`config.mk`:
```
export PLATFORM = sky130hd
export DESIGN_NAME = m_uinx_seq_flat
export DESIGN_NICKNAME = d
export VERILOG_FILES = /design/src/rtl/m_uinx_pkg.sv /design/src/rtl/m_uinx_seq_if.sv /design/src/rtl/m_uinx_dispatch.sv /design/src/rtl/m_uinx_seq.sv /design/src/flat_wrapper.sv
export SDC_FILE = /design/constraint.sdc
export NUM_CORES = 1
export LEC_CHECK = 0
export CAP_MARGIN = 20
export CORE_MARGIN = 3
export CORE_UTILIZATION = 44
export CTS_BUF_LIST = sky130_fd_sc_hd__clkbuf_4 sky130_fd_sc_hd__clkbuf_8 sky130_fd_sc_hd__clkbuf_16
export CTS_CLUSTER_SIZE = 12
export DETAILED_ROUTE_END_ITERATION = 16
export PLACE_DENSITY = 0.8
export REMOVE_ABC_BUFFERS = 1
export SLEW_MARGIN = 20
export SYNTH_ARGS = -nofsm -noshare
export SYNTH_HDL_FRONTEND = slang
export SYNTH_SLANG_ARGS = --single-unit
```
`constraint.sdc`:
```
create_clock -name clk -period 2.1 [get_ports clk]
set_input_delay 0.21 -clock clk [delete_from_list [all_inputs] [get_ports clk]]
set_output_delay 0.21 -clock clk [all_outputs]
set_load 0.02 [all_outputs]
```
`src/rtl/m_uinx_pkg.sv`:
```
// Shared types and default constants for the microcode index sequencer.
// Optional irq dispatch is selected with MIDGETV_UINX_IRQ_EN.
package m_uinx_pkg;

  typedef enum logic [1:0] {
    S_RESET = 2'd0,
    S_RUN   = 2'd1,
    S_SHIFT = 2'd2
  } state_e;

  localparam logic [7:0] DEF_RESET_VEC     = 8'h01;
  localparam logic [7:0] DEF_DISPATCH_CODE = 8'hFF;
  localparam logic [7:0] DEF_ILLEGAL_ENTRY = 8'hFE;
  localparam logic [7:0] DEF_IRQ_ENTRY     = 8'hFD;

  function automatic logic [7:0] br_target(input logic [7:0] rinx);
    return rinx | 8'h01;
  endfunction

endpackage

```
`src/rtl/m_uinx_seq_if.sv`:
```
// Sequencer control bundle: microword/bus/irq controls in, store index and status out.
// slave is the sequencer side; master is the microword/bus side that drives it.
interface m_uinx_seq_if;
  logic [7:0] rinx;
  logic       use_brcond;
  logic       brcond;
  logic [4:0] instr_opc;
  logic [2:0] instr_f3;
  logic       shcnt_load;
  logic [4:0] shamt;
  logic       stb_pending;
  logic       ack_i;
  logic       irq_pending;
  logic       irq_enable;
  logic [7:0] minx;
  logic       progress_ucode;
  logic       busy_shift;
  logic       dispatching;

  modport slave (
    input  rinx, use_brcond, brcond, instr_opc, instr_f3, shcnt_load, shamt,
           stb_pending, ack_i, irq_pending, irq_enable,
    output minx, progress_ucode, busy_shift, dispatching
  );

  modport master (
    output rinx, use_brcond, brcond, instr_opc, instr_f3, shcnt_load, shamt,
           stb_pending, ack_i, irq_pending, irq_enable,
    input  minx, progress_ucode, busy_shift, dispatching
  );
endinterface

```
`src/rtl/m_uinx_dispatch.sv`:
```
// Combinational dispatch map {opc,f3,irq_taken} -> microcode entry; zero latency.
// The illegal entry covers the one instruction index that collides with the dispatch code.
module m_uinx_dispatch
  import m_uinx_pkg::*;
#(
  parameter logic [7:0] DISPATCH_CODE = DEF_DISPATCH_CODE,
  parameter logic [7:0] ILLEGAL_ENTRY = DEF_ILLEGAL_ENTRY,
  parameter logic [7:0] IRQ_ENTRY     = DEF_IRQ_ENTRY
) (
  input  logic [4:0] opc_i,
  input  logic [2:0] f3_i,
  input  logic       irq_taken_i,
  output logic [7:0] minx_o
);

  logic [7:0] di;
  assign di = {opc_i, f3_i};

  always_comb begin
    if (irq_taken_i)               minx_o = IRQ_ENTRY;
    else if (di == DISPATCH_CODE)  minx_o = ILLEGAL_ENTRY;
    else                           minx_o = di;
  end

endmodule

```
`src/rtl/m_uinx_seq.sv`:
```
// Microcode sequencer: combinational next index to the store, store freeze on reset/shift/bus wait.
// Irq entry at dispatch only when MIDGETV_UINX_IRQ_EN is defined; ports exist in both builds.
module m_uinx_seq
  import m_uinx_pkg::*;
#(
  parameter logic [7:0] RESET_VEC     = DEF_RESET_VEC,
  parameter int          RESET_CYCLES  = 4,
  parameter logic [7:0] DISPATCH_CODE = DEF_DISPATCH_CODE,
  parameter logic [7:0] ILLEGAL_ENTRY = DEF_ILLEGAL_ENTRY,
  parameter logic [7:0] IRQ_ENTRY     = DEF_IRQ_ENTRY
) (
  input  logic         clk,
  input  logic         rst,
  m_uinx_seq_if.slave  sq
);

  localparam logic [4:0] CNT_RST = 5'(RESET_CYCLES - 1);

  state_e     state_q, state_d;
  logic [7:0] cur_minx_q, cur_minx_d;
  logic [4:0] cnt_q, cnt_d;

  logic [7:0] minx_c;
  logic       prog_c, busy_c, disp_c;
  logic       irq_taken;
  logic [7:0] disp_minx;

`ifdef MIDGETV_UINX_IRQ_EN
  assign irq_taken = sq.irq_pending & sq.irq_enable;
`else
  assign irq_taken = 1'b0;
`endif

  m_uinx_dispatch #(
    .DISPATCH_CODE (DISPATCH_CODE),
    .ILLEGAL_ENTRY (ILLEGAL_ENTRY),
    .IRQ_ENTRY     (IRQ_ENTRY)
  ) u_dispatch (
    .opc_i       (sq.instr_opc),
    .f3_i        (sq.instr_f3),
    .irq_taken_i (irq_taken),
    .minx_o      (disp_minx)
  );

  always_comb begin
    state_d = state_q;
    cnt_d   = cnt_q;
    minx_c  = cur_minx_q;
    prog_c  = 1'b0;
    busy_c  = 1'b0;
    disp_c  = 1'b0;
    unique case (state_q)
      S_RESET: begin
        minx_c = RESET_VEC;
        prog_c = 1'b1;
        if (cnt_q == 5'd0) begin
          state_d = S_RUN;
        end else begin
          cnt_d = cnt_q - 5'd1;
        end
      end
      S_RUN: begin
        if (sq.stb_pending && !sq.ack_i) begin
          prog_c = 1'b0;
        end else if (sq.shcnt_load && (sq.shamt != 5'd0)) begin
          // Load cycle counts toward the hold; a 1-cycle shift never enters S_SHIFT.
          busy_c = 1'b1;
          cnt_d  = sq.shamt - 5'd1;
          if (sq.shamt != 5'd1) state_d = S_SHIFT;
        end else if (sq.rinx == DISPATCH_CODE) begin
          prog_c = 1'b1;
          disp_c = 1'b1;
          minx_c = disp_minx;
        end else if (sq.use_brcond && sq.brcond) begin
          prog_c = 1'b1;
          minx_c = br_target(sq.rinx);
        end else begin
          prog_c = 1'b1;
          minx_c = sq.rinx;
        end
      end
      S_SHIFT: begin
        busy_c = 1'b1;
        cnt_d  = cnt_q - 5'd1;
        if (cnt_d == 5'd0) state_d = S_RUN;
      end
      default: begin
        state_d = S_RESET;
        cnt_d   = CNT_RST;
      end
    endcase
    cur_minx_d = prog_c ? minx_c : cur_minx_q;
  end

  always_ff @(posedge clk) begin
    if (rst) begin
      state_q    <= S_RESET;
      cnt_q      <= CNT_RST;
      cur_minx_q <= RESET_VEC;
    end else begin
      state_q    <= state_d;
      cnt_q      <= cnt_d;
      cur_minx_q <= cur_minx_d;
    end
  end

  assign sq.minx           = minx_c;
  assign sq.progress_ucode = prog_c;
  assign sq.busy_shift     = busy_c;
  assign sq.dispatching    = disp_c;

endmodule

```
`src/flat_wrapper.sv`:
```
// flat-port wrapper written by rule: the top's interface ports become plain ports
module m_uinx_seq_flat import m_uinx_pkg::*;
#(
  parameter logic [7:0] RESET_VEC     = DEF_RESET_VEC,
  parameter int          RESET_CYCLES  = 4,
  parameter logic [7:0] DISPATCH_CODE = DEF_DISPATCH_CODE,
  parameter logic [7:0] ILLEGAL_ENTRY = DEF_ILLEGAL_ENTRY,
  parameter logic [7:0] IRQ_ENTRY     = DEF_IRQ_ENTRY
)
  (clk, rst, sq_rinx, sq_use_brcond, sq_brcond, sq_instr_opc, sq_instr_f3, sq_shcnt_load, sq_shamt, sq_stb_pending, sq_ack_i, sq_irq_pending, sq_irq_enable, sq_minx, sq_progress_ucode, sq_busy_shift, sq_dispatching);
  m_uinx_seq_if sq_i ();
  input  logic clk;
  input  logic rst;
  input wire logic [$bits(sq_i.rinx)-1:0] sq_rinx;
  input wire logic [$bits(sq_i.use_brcond)-1:0] sq_use_brcond;
  input wire logic [$bits(sq_i.brcond)-1:0] sq_brcond;
  input wire logic [$bits(sq_i.instr_opc)-1:0] sq_instr_opc;
  input wire logic [$bits(sq_i.instr_f3)-1:0] sq_instr_f3;
  input wire logic [$bits(sq_i.shcnt_load)-1:0] sq_shcnt_load;
  input wire logic [$bits(sq_i.shamt)-1:0] sq_shamt;
  input wire logic [$bits(sq_i.stb_pending)-1:0] sq_stb_pending;
  input wire logic [$bits(sq_i.ack_i)-1:0] sq_ack_i;
  input wire logic [$bits(sq_i.irq_pending)-1:0] sq_irq_pending;
  input wire logic [$bits(sq_i.irq_enable)-1:0] sq_irq_enable;
  output wire logic [$bits(sq_i.minx)-1:0] sq_minx;
  output wire logic [$bits(sq_i.progress_ucode)-1:0] sq_progress_ucode;
  output wire logic [$bits(sq_i.busy_shift)-1:0] sq_busy_shift;
  output wire logic [$bits(sq_i.dispatching)-1:0] sq_dispatching;
  assign sq_i.rinx = sq_rinx;
  assign sq_i.use_brcond = sq_use_brcond;
  assign sq_i.brcond = sq_brcond;
  assign sq_i.instr_opc = sq_instr_opc;
  assign sq_i.instr_f3 = sq_instr_f3;
  assign sq_i.shcnt_load = sq_shcnt_load;
  assign sq_i.shamt = sq_shamt;
  assign sq_i.stb_pending = sq_stb_pending;
  assign sq_i.ack_i = sq_ack_i;
  assign sq_i.irq_pending = sq_irq_pending;
  assign sq_i.irq_enable = sq_irq_enable;
  assign sq_minx = sq_i.minx;
  assign sq_progress_ucode = sq_i.progress_ucode;
  assign sq_busy_shift = sq_i.busy_shift;
  assign sq_dispatching = sq_i.dispatching;
  m_uinx_seq #(.RESET_VEC(RESET_VEC), .RESET_CYCLES(RESET_CYCLES), .DISPATCH_CODE(DISPATCH_CODE), .ILLEGAL_ENTRY(ILLEGAL_ENTRY), .IRQ_ENTRY(IRQ_ENTRY)) u_core (.clk(clk), .rst(rst), .sq(sq_i));
endmodule
```
==> impl_metrics.json <==
{
  "hp-class": "in2reg",
  "p_per_area_mw_per_mm2": 808.3,
  "rsz0062_at_grt": "true",
  "ys_seq_elements": 15,
  "slew_headroom_pct": 65.95,
  "drv_slew": 0,
  "reg2regPathDepth": 6,
  "arrival_ps": 1950,
  "whs_endpoint": "u_core.cnt_q[1]",
  "netSwitchingFraction_pct": 42.85,
  "crit_fanout": 7,
  "dieArea_sq_mm": 0.003142,
  "coreArea_sq_mm": 0.002297,
  "fin_total_pwr_w": 0.001500,
  "clkPwrFrac_pct": 10.8,
  "seq_area_frac_synth_pct": 27.24,
  "grt_max_degree": 13,
  "cap_violations": 0,
  "initial_utilization_pct": 47.98,
  "numClockSinks": 15,
  "hold_ws_ps": 479.7,
  "p_int_w": 0.0008572,
  "timing.final.ws_setup_ps": -62.13,
  "yosys_warnings": 0,
  "synth_xor_area_share_pct": 3.973,
  "tightest_slew_ps": 510.8,
  "fin_crit_sh_pct": 103.0,
  "combPwrFrac_pct": 61.7,
  "period_minus_slack_ps": 2162,
  "status": "finished with violations",
  "synth_compound_area_share_pct": 20.32,
  "dp_hpwl_mm": 2.788,
  "track_usage_pct": 22.78,
  "numCtsBuffers": 3,
  "nets": 237,
  "hold_viol": 0,
  "cts_buffer_depth": 2,
  "portBuffers": 38,
  "crit_required_ps": 1890,
  "grt_pass1_wl_mm": 5.878,
  "drc_errors": 0,
  "row_count": 17,
  "p_switching_w": 0.0006426,
  "fill_cells": 141,
  "clockRootBuffer": "clkbuf_4",
  "syn_inst": 129,
  "ios": 41,
  "die_x_um": 56.05,
  "clk_pin_slew_worst_paths_ps": 90,
  "path_class": "in2out",
  "drive_above_1_share_pct": 31.12,
  "syn_area_per_cell_sq_um": 8.545,
  "finalWirelength_mm": 3.935,
  "wire_per_inst_um": 17.57,
  "cts_tree": "yes",
  "synth_edf_count": 0,
  "area_growth_pct": 68.33,
  "end_kind": "output pin",
  "die_h_um": 56.05,
  "antenna_found_initial": 0,
  "grt_pass1_vias": 1280,
  "min_path_cells": 5,
  "timing.reg2reg.setup_slack_ps": 120,
  "pwr-share-seq_pct": 27.5,
  "syn_area_sq_mm": 0.001102,
  "dr.first_iter.drc_count": 71,
  "synthFlopType": "dfxtp_1",
  "vias_per_cell": 5.786,
  "h-tree-depth": 1,
  "diodes": 0,
  "clkLatencyLatePin_ps": 280,
  "synthMuxAreaShare_pct": 9.081,
  "gr-total-overflow": 0,
  "violations": "negative setup slack",
  "vias": 1296,
  "synth_fa_ha_area_share_pct": 11.35,
  "max_freq_mhz": 462.5,
  "synth_cell_type_count": 35,
  "ir_drop_v": 0.0006682,
  "synth_top_family_by_area": "simple AND/OR/NAND/NOR gates",
  "worst_setup_path_start_kind": "input pin",
  "hp-start": "sq_shamt[1]",
  "synthSimpleGateAreaFrac_pct": 22.93,
  "gp_congestion": 0.8382,
  "fin_skew_ps": 2.974,
  "reg2reg_to": "u_core.state_q[0]",
  "worstReg2RegStart": "u_core.cnt_q[0]",
  "cellLeakagePower_nw": 0.8021,
  "setup_viol": 6,
  "drtAntennaViolNets": 0,
  "drt-pass1-iter-count": 4,
  "async_reset_ff_share_pct": 0
}
[repair_timing]
item | in CTS | in global routing
setup buffers | 7 | 0
setup endpoints to repair | 12 | 10
hold buffers | 0 | 0
pin swaps | 3 | 5
resized for setup | 75 | 18
[how the worst max path moves through the flow]
stage | endpoint | slack, ps | start
floorplan | sq_dispatching | -0.7 | sq_shamt[1]
detailed placement | sq_dispatching | -930 | sq_shamt[0]
finish | sq_minx[5] | -60 | sq_shamt[0]
CTS | sq_minx[6] | -40 | sq_shamt[1]
global route | sq_minx[5] | -110 | sq_shamt[0]
global placement | sq_minx[6] | -830 | sq_shamt[0]
[layout make-up]
class / instances / area [sq um] / share of cell area (%)
Multi-Input combinational cell: 101 / 843.3 / 45.45
Timing Repair Buffer: 65 / 600.6 / 32.37
Sequential cell: 15 / 300.3 / 16.18
Inverter: 11 / 48.80 / 2.630
Tap cell: 28 / 35.03 / 1.888
Clock buffer: 3 / 22.52 / 1.214
Clock inverter: 1 / 5.005 / 0.2697
[cell families (layout without fill, tap and decap cells)]
family                     Yosys count  count (layout)
muxes                               10              10
xor gates and xnor gates             5               5
buffers and inverters               13              80
AOI/OAI and AO/OA                   31              31
and+or+nand+nor                     45              45
DFF                                 15              15
adders and majority gates           10              10
[state kept, by name, summed over array words and instances (netlist names)]
name	flops
u_core.cnt_q	5
u_core.state_q	2
u_core.cur_minx_q	8
[power groups by stage]
| stage | logic [W] | registers, W | clock network (W) |
|---|---|---|---|
| after CTS | 0.000836 | 0.000402 | 0.000165 |
| after detailed placement | 0.000830 | 0.000410 | 0 |
| final | 0.000925 | 0.000413 | 0.000162 |
| after global routing | 0.000995 | 0.000421 | 0.000175 |
| after floorplan | 0.000480 | 0.000398 | 0 |
| after global placement | 0.000794 | 0.000405 | 0 |
[routing by layer]
metal / global-route usage (%) / wire, um / vias up
li1: - / - / 614
met5: 0 / 0 / -
met3: 3.944 / 229 / 8
met2: 40.40 / 2034 / 52
met1: 28.25 / 1575 / 622
met4: 5.424 / 95 / 0
[synthesized netlist by cell type (all sizes together), types with 5 or more instances]
master	instances	area share, %
o31ai	9	6.1
mux2i	10	9.1
ha	10	11
and2	8	4.5
nand2	11	3.7
dfxtp	15	27
nor2	5	1.7
inv	11	3.7
xnor2	5	4.0
[through the flow]
stage	worst slack, ps	setup TNS [ps]	utilization, %	instance area (sq um)	instances
floorplan	-0.7452	-0.7452	-	1087	127
global placement	-831.6	-9995	72.49	1665	213
detailed placement	-925.2	-12280	72.49	1665	213
CTS	-36.54	-145.6	76.63	1760	224
global route	-110.1	-323.1	80.77	1856	224
finish	-62.13	-142.6	80.77	1856	224
[worst max-delay path, cell delays in order]
cell and delay [ps]:
buf_8 110, inv_6 50, ha_4 120, or4b_4 470
a221o_2 420, buf_12 180, mux2i_2 210, buf_4 180
[cells in the final DEF (no fill, tap or decap), types with 5 or more instances in the layout]
master,instances
dfxtp_1,15
nor2_1,5
buf_6,8
buf_4,27
o31ai_1,9
inv_1,9
clkdlybuf4s50_1,22
nand2_1,10
mux2i_4,5
ha_1,9
and2_1,8
xnor2_1,5
Power figures use the tool's default switching activity.
